## config.mk

```make
export PLATFORM = sky130hd
export DESIGN_NAME = muldiv_sequencer_flat
export DESIGN_NICKNAME = d
export VERILOG_FILES = /design/src/rtl/muldiv_pkg.sv /design/src/rtl/muldiv_sequencer_if.sv /design/src/rtl/muldiv_step_counter.sv /design/src/rtl/muldiv_sequencer.sv /design/src/flat_wrapper.sv
export SDC_FILE = /design/constraint.sdc
export NUM_CORES = 1
export LEC_CHECK = 0
export CAP_MARGIN = 20
export CORE_MARGIN = 2
export CORE_UTILIZATION = 25
export DETAILED_ROUTE_END_ITERATION = 12
export PLACE_DENSITY = 0.45
export SYNTH_ARGS = -nofsm -noshare
export SYNTH_HDL_FRONTEND = slang
export SYNTH_SLANG_ARGS = --single-unit
export TNS_END_PERCENT = 5
```

## constraint.sdc

```tcl
create_clock -name clk -period 1.6 [get_ports clk]
set_input_delay 0.32 -clock clk [delete_from_list [all_inputs] [get_ports clk]]
set_output_delay 0.32 -clock clk [all_outputs]
set_load 0.1 [all_outputs]
```

## src/rtl/muldiv_pkg.sv

```systemverilog
// muldiv_pkg: shared types and defaults for the mul/div sequencer.
//  state_t            FSM state encoding (7 states in 3 bits; code 7 is illegal)
//  OP_MUL / OP_DIV    encodings of the op input
//  MUL_STEPS_DEF      shift-add iterations per multiply
//  DIV_STEPS_DEF      quotient bits produced per divide
package muldiv_pkg;

  typedef enum logic [2:0] {
    IDLE  = 3'd0,
    LOAD  = 3'd1,
    TEST  = 3'd2,
    WRITE = 3'd3,
    SHIFT = 3'd4,
    DONE  = 3'd5,
    ERR   = 3'd6
  } state_t;

  localparam logic OP_MUL = 1'b0;
  localparam logic OP_DIV = 1'b1;

  localparam int MUL_STEPS_DEF = 4;
  localparam int DIV_STEPS_DEF = 5;

endpackage

```

## src/rtl/muldiv_sequencer_if.sv

```systemverilog
// muldiv_sequencer_if: control bundle between the sequencer, the key FSM and
// the shared shift register / ALU datapath.
//  key FSM  -> seq : start, op, divisor_zero
//  datapath -> seq : c, borrow
//  seq -> datapath : ld_multiplier, ld_dividend, alu_sub, wr_result, sh, q_in
//  seq -> key FSM  : busy, done, err
// master = sequencer side, slave = its environment.
interface muldiv_sequencer_if;

  logic start;
  logic op;
  logic c;
  logic borrow;
  logic divisor_zero;
  logic ld_multiplier;
  logic ld_dividend;
  logic alu_sub;
  logic wr_result;
  logic sh;
  logic q_in;
  logic busy;
  logic done;
  logic err;

  modport master (
    input  start, op, c, borrow, divisor_zero,
    output ld_multiplier, ld_dividend, alu_sub, wr_result, sh, q_in,
           busy, done, err
  );

  modport slave (
    output start, op, c, borrow, divisor_zero,
    input  ld_multiplier, ld_dividend, alu_sub, wr_result, sh, q_in,
           busy, done, err
  );

endinterface

```

## src/rtl/muldiv_step_counter.sv

```systemverilog
// muldiv_step_counter: iteration counter for the sequencer.
//  clk    in  clock, rising edge
//  rst    in  synchronous active-high reset (counter -> 0)
//  clr    in  synchronous clear (counter -> 0)
//  inc    in  increment by one
//  limit  in  index of the final step
//  last   out counter currently equals limit
module muldiv_step_counter #(
  parameter int CNT_W = 3
) (
  input  logic             clk,
  input  logic             rst,
  input  logic             clr,
  input  logic             inc,
  input  logic [CNT_W-1:0] limit,
  output logic             last
);

  logic [CNT_W-1:0] cnt;

  always_ff @(posedge clk) begin
    if (rst || clr) cnt <= '0;
    else if (inc)   cnt <= cnt + 1'b1;
  end

  assign last = (cnt == limit);

endmodule

```

## src/rtl/muldiv_sequencer.sv

```systemverilog
// muldiv_sequencer: control FSM for the shared mul/div shift register + ALU.
// Runs a 4x4 shift-add multiply or an 8/4 restoring divide by strobing the
// datapath, and reports completion to the key FSM with a one-cycle done pulse.
//  clk  in   clock, rising edge
//  rst  in   synchronous active-high reset; aborts any operation in flight
//  bus  master modport of muldiv_sequencer_if (handshake + datapath strobes)
// All outputs are Moore decodes of state, op_r and qbit_r.
module muldiv_sequencer
  import muldiv_pkg::*;
#(
  parameter int MUL_STEPS = MUL_STEPS_DEF,
  parameter int DIV_STEPS = DIV_STEPS_DEF,
  parameter int CNT_W     = 3
) (
  input logic               clk,
  input logic               rst,
  muldiv_sequencer_if.master bus
);

  state_t state, state_nx;
  logic   op_r, op_nx;
  logic   qbit_r, qbit_nx;
  logic   cnt_last;

  // Limit follows the captured op, so the counter never runs past the
  // longer of the two step counts.
  logic [CNT_W-1:0] limit;
  assign limit = (op_r == OP_DIV) ? CNT_W'(DIV_STEPS - 1) : CNT_W'(MUL_STEPS - 1);

  muldiv_step_counter #(.CNT_W(CNT_W)) u_cnt (
    .clk   (clk),
    .rst   (rst),
    .clr   (state == LOAD),
    .inc   (state == SHIFT),
    .limit (limit),
    .last  (cnt_last)
  );

  always_ff @(posedge clk) begin
    if (rst) begin
      state  <= IDLE;
      op_r   <= OP_MUL;
      qbit_r <= 1'b0;
    end else begin
      state  <= state_nx;
      op_r   <= op_nx;
      qbit_r <= qbit_nx;
    end
  end

  // Next state
  always_comb begin
    state_nx = IDLE;
    op_nx    = op_r;
    qbit_nx  = qbit_r;
    case (state)
      IDLE: begin
        state_nx = IDLE;
        if (bus.start) begin
          state_nx = LOAD;
          op_nx    = bus.op;
        end
      end
      LOAD: begin
        qbit_nx  = 1'b0;
        state_nx = (op_r == OP_DIV && bus.divisor_zero) ? ERR : TEST;
      end
      TEST: begin
        if (op_r == OP_DIV) begin
          // Trial subtraction fits -> commit it and shift in a 1.
          qbit_nx  = ~bus.borrow;
          state_nx = bus.borrow ? SHIFT : WRITE;
        end else begin
          state_nx = bus.c ? WRITE : SHIFT;
        end
      end
      WRITE:   state_nx = SHIFT;
      SHIFT:   state_nx = cnt_last ? DONE : TEST;
      DONE:    state_nx = IDLE;
      ERR:     state_nx = IDLE;
      default: state_nx = IDLE;
    endcase
  end

  // Output decode
  always_comb begin
    bus.ld_multiplier = 1'b0;
    bus.ld_dividend   = 1'b0;
    bus.alu_sub       = 1'b0;
    bus.wr_result     = 1'b0;
    bus.sh            = 1'b0;
    bus.q_in          = 1'b0;
    bus.busy          = 1'b0;
    bus.done          = 1'b0;
    bus.err           = 1'b0;
    case (state)
      LOAD: begin
        bus.busy          = 1'b1;
        bus.ld_multiplier = (op_r == OP_MUL);
        bus.ld_dividend   = (op_r == OP_DIV);
      end
      TEST: begin
        bus.busy    = 1'b1;
        bus.alu_sub = op_r;
      end
      WRITE: begin
        bus.busy      = 1'b1;
        bus.wr_result = 1'b1;
        bus.alu_sub   = op_r;
      end
      SHIFT: begin
        bus.busy = 1'b1;
        bus.sh   = 1'b1;
        bus.q_in = op_r & qbit_r;
      end
      DONE: bus.done = 1'b1;
      ERR: begin
        bus.done = 1'b1;
        bus.err  = 1'b1;
      end
      default: ;
    endcase
  end

endmodule

```

## src/flat_wrapper.sv

```systemverilog
// flat-port wrapper written by rule: the top's interface ports become plain ports
module muldiv_sequencer_flat import muldiv_pkg::*;
#(
  parameter int MUL_STEPS = MUL_STEPS_DEF,
  parameter int DIV_STEPS = DIV_STEPS_DEF,
  parameter int CNT_W     = 3
)
  (clk, rst, bus_start, bus_op, bus_c, bus_borrow, bus_divisor_zero, bus_ld_multiplier, bus_ld_dividend, bus_alu_sub, bus_wr_result, bus_sh, bus_q_in, bus_busy, bus_done, bus_err);
  muldiv_sequencer_if bus_i ();
  input logic clk;
  input logic rst;
  input wire logic [$bits(bus_i.start)-1:0] bus_start;
  input wire logic [$bits(bus_i.op)-1:0] bus_op;
  input wire logic [$bits(bus_i.c)-1:0] bus_c;
  input wire logic [$bits(bus_i.borrow)-1:0] bus_borrow;
  input wire logic [$bits(bus_i.divisor_zero)-1:0] bus_divisor_zero;
  output wire logic [$bits(bus_i.ld_multiplier)-1:0] bus_ld_multiplier;
  output wire logic [$bits(bus_i.ld_dividend)-1:0] bus_ld_dividend;
  output wire logic [$bits(bus_i.alu_sub)-1:0] bus_alu_sub;
  output wire logic [$bits(bus_i.wr_result)-1:0] bus_wr_result;
  output wire logic [$bits(bus_i.sh)-1:0] bus_sh;
  output wire logic [$bits(bus_i.q_in)-1:0] bus_q_in;
  output wire logic [$bits(bus_i.busy)-1:0] bus_busy;
  output wire logic [$bits(bus_i.done)-1:0] bus_done;
  output wire logic [$bits(bus_i.err)-1:0] bus_err;
  assign bus_i.start = bus_start;
  assign bus_i.op = bus_op;
  assign bus_i.c = bus_c;
  assign bus_i.borrow = bus_borrow;
  assign bus_i.divisor_zero = bus_divisor_zero;
  assign bus_ld_multiplier = bus_i.ld_multiplier;
  assign bus_ld_dividend = bus_i.ld_dividend;
  assign bus_alu_sub = bus_i.alu_sub;
  assign bus_wr_result = bus_i.wr_result;
  assign bus_sh = bus_i.sh;
  assign bus_q_in = bus_i.q_in;
  assign bus_busy = bus_i.busy;
  assign bus_done = bus_i.done;
  assign bus_err = bus_i.err;
  muldiv_sequencer #(.MUL_STEPS(MUL_STEPS), .DIV_STEPS(DIV_STEPS), .CNT_W(CNT_W)) u_core (.clk(clk), .rst(rst), .bus(bus_i));
endmodule
```

==> flow_summary.ini <==
[synth]
syn_area_um2 = 597
ys_types = 34
syn_area_per_cell_um2 = 9.04
seq_area_frac_synth_pct = 26.8
netlist_instances = 66
syn_nets = 74
ys_warn_count = 0
synth_seq_cells = 8

[timing]
fin_crit_sh_pct = 102
drv_slew = 0
whs_ns = 0.497
skew_ns = 0.000958
tns_ns = -0.0262
timing.slew.headroom_pct = 76.7
setup_slack_ns = -0.0244
rsz0062_at_grt = yes
fmax_ghz = 0.616
worst_pin_slew_ns = 0.348
hold_violations = 0
setup-violations-final = 2
timing.final.crit_period_ns = 1.62

[floorplan]
die_w_um = 52.9
dieArea_mm2 = 0.00279
fp.dieH_um = 52.9
core_mm2 = 0.00223
core.rowCount = 17
ioPinCount = 16
initial_core_util_pct = 26.7

[routing]
first_pass_iters = 4
drcViolationCount = 0
finalWirelength_um = 1510
ant_nets = 0
drt_iter0_markers = 2
via_count = 572
drt-vias-per-instance = 4.77
routedWlPerCell_um = 12.6

[cts]
htreeDepth = 1
cts_tree = built
clk_latency_ns = 0.25
ctsHoldBuffers = 0
clock_sinks = 8
clk_pin_slew_ns = 0.05
clockBufferDepth = 2
cts_made_buffers = 3
root_buffer = clkbuf_4

[placement]
dp_hpwl_um = 1110
dp_worst_setup_slack_ns = 0.00562
place.gp.congestion = 0.722
dp_cells = 112
port_buffers = 15

[setup_path]
path_max_fanout = 18
cp.arrival_ns = 1.30
r2r_slack_ns = 0.23
required_ns = 1.28
cp_slowest_cell = dfxtp_2
path_cells = buf_12, nor4b_4, buf_12
worstSetupPathType = reg2out
end_kind = output pin
start_kind = flip-flop
critPathMostFrequentCell = buf_12
cpPeakStageDelay_ns = 0.35

[global_routing]
grt_pass1_wl_um = 2360
met3_usage_pct = 5.37
grt_usage_pct = 11.8
antenna_found_initial = 0
busiest_layer = met2
met1_usage_pct = 14.6
grt_overflow = 0
grt_pass1_vias = 530
use_met2_pct = 19.2
grt_max_degree = 19

[final_layout]
ff_latch_area_um2 = 170
postLayoutCoreUtil_pct = 47.2
area_delta_synth_final_pct = 76.7
antennaDiodeCount = 0
nets = 102
drive_gt1_share_pct = 56.5
fillers = 218
layout_common_cells = buf_4 (13), buf_12 (10), clkdlybuf4s50_1 (6)
layoutNonFillerInstCount = 120
multiInputGateArea_um2 = 458
final_common_cell = buf_4

[flow_run]
maxCapViolCount = 0

[min_path]
hold_class = reg2reg

[status]
status = finished, violations left
failed_checks = setup timing

[power_and_ir_drop]
cellPowerDensity_mw_per_mm2 = 1530
peakVddDrop_mv = 0.836
leakagePower_nw = 0.391
-- kinds of logic after synthesis --
group | Yosys count | share of synthesized area, %
compound gates | 22 | 30.4
mux | 2 | 3.56
fa+ha+maj | 1 | 2.10
buf+inv | 8 | 11.3
simple gates | 24 | 24.3
flops | 8 | 26.8
xor+xnor | 1 | 1.47
-- report_power, final --
| group | switching, mW | leakage [nW] | internal (mW) |
|---|---|---|---|
| logic | 0.657 | 0.310 | 0.499 |
| registers | 0.0634 | 0.0673 | 0.245 |
| clock network | 0.0662 | 0.0138 | 0.0857 |
| total | 0.787 | 0.391 | 0.829 |
-- state kept, by name, summed over array words and instances, names as in the netlist --
name and cells:
u_core.op_r 1, u_core.qbit_r 1, u_core.state 3, u_core.u_cnt.cnt 3
-- synth_stat cells --
| cell type | count | share of area, % |
|---|---|---|
| nor2_1 | 9 | 5.7 |
| dfxtp_1 | 8 | 27 |
| o21ai_0 | 5 | 4.2 |
| a21oi_1 | 4 | 3.4 |
| buf_6 | 4 | 7.5 |
| nor2b_1 | 3 | 3.1 |
| a22o_2 | 2 | 3.4 |
| a22oi_1 | 2 | 2.5 |
| and4bb_2 | 2 | 4.2 |
| inv_1 | 2 | 1.3 |
| nor3_1 | 2 | 1.7 |
| a2111oi_4 | 1 | 4.6 |
| a211oi_1 | 1 | 1.3 |
| a21boi_0 | 1 | 1.3 |
| a221oi_1 | 1 | 1.5 |
| a31oi_1 | 1 | 1.0 |
| and3_1 | 1 | 1.0 |
| and3b_1 | 1 | 1.5 |
| buf_2 | 1 | 0.84 |
| clkdlybuf4s25_2 | 1 | 1.7 |
| ha_1 | 1 | 2.1 |
| mux2_2 | 1 | 1.9 |
| mux2i_1 | 1 | 1.7 |
| nand2_1 | 1 | 0.63 |
| nand2b_1 | 1 | 1.0 |
| nand3b_1 | 1 | 1.3 |
| nor3_2 | 1 | 1.7 |
| nor4_1 | 1 | 1.0 |
| nor4b_1 | 1 | 1.5 |
| o21a_1 | 1 | 1.3 |
| o21bai_1 | 1 | 1.3 |
| o21bai_4 | 1 | 3.1 |
| o31a_2 | 1 | 1.7 |
| xnor2_1 | 1 | 1.5 |
-- layer usage --
metal	part of all wire (%)	routed length, um
met5	0	0
met4	0	0
met3	5.2	79
met2	48	727
met1	47	702
-- per-stage QoR --
step	power (mW)	instance area, um^2
after floorplan	1.03	671
after global placement	1.36	956
after detailed placement	1.36	956
after CTS	1.56	1010
after global routing	1.70	1050
final	1.62	1050
-- cell type report --
class / instances / area share, %
repair buffers: 29 / 33.9
inverters: 2 / 1.07
flip-flops and latches: 8 / 16.1
multi-input cells: 50 / 43.4
clock buffers: 3 / 2.14
well taps: 28 / 3.32
-- worst paths after layout --
kind / start / end / cells past startpoint
worst max-delay path: u_core.state[2]$_SDFF_PP0_ / bus_ld_dividend / 3
worst max register to register: u_core.state[1]$_SDFF_PP0_ / u_core.state[0]$_SDFF_PP0_ / 6
worst min-delay path: u_core.qbit_r$_SDFFE_PP0P_ / u_core.qbit_r$_SDFFE_PP0P_ / 2
worst min register to register: u_core.qbit_r$_SDFFE_PP0P_ / u_core.qbit_r$_SDFFE_PP0P_ / 2
-- critical path: cells and delay by family (launching register included) --
family	cells	cell delay, ns
buffers and inverters	2	0.37
flip-flops	1	0.35
AND/OR/NAND/NOR	1	0.33
-- timing repair --
item                                    CTS  global route
buffers inserted                          1             4
gates resized for setup                   8             6
pin swaps                                 5             3
endpoints found under the setup margin    7             7
Note: power is estimated with default switching activity, not from simulation.
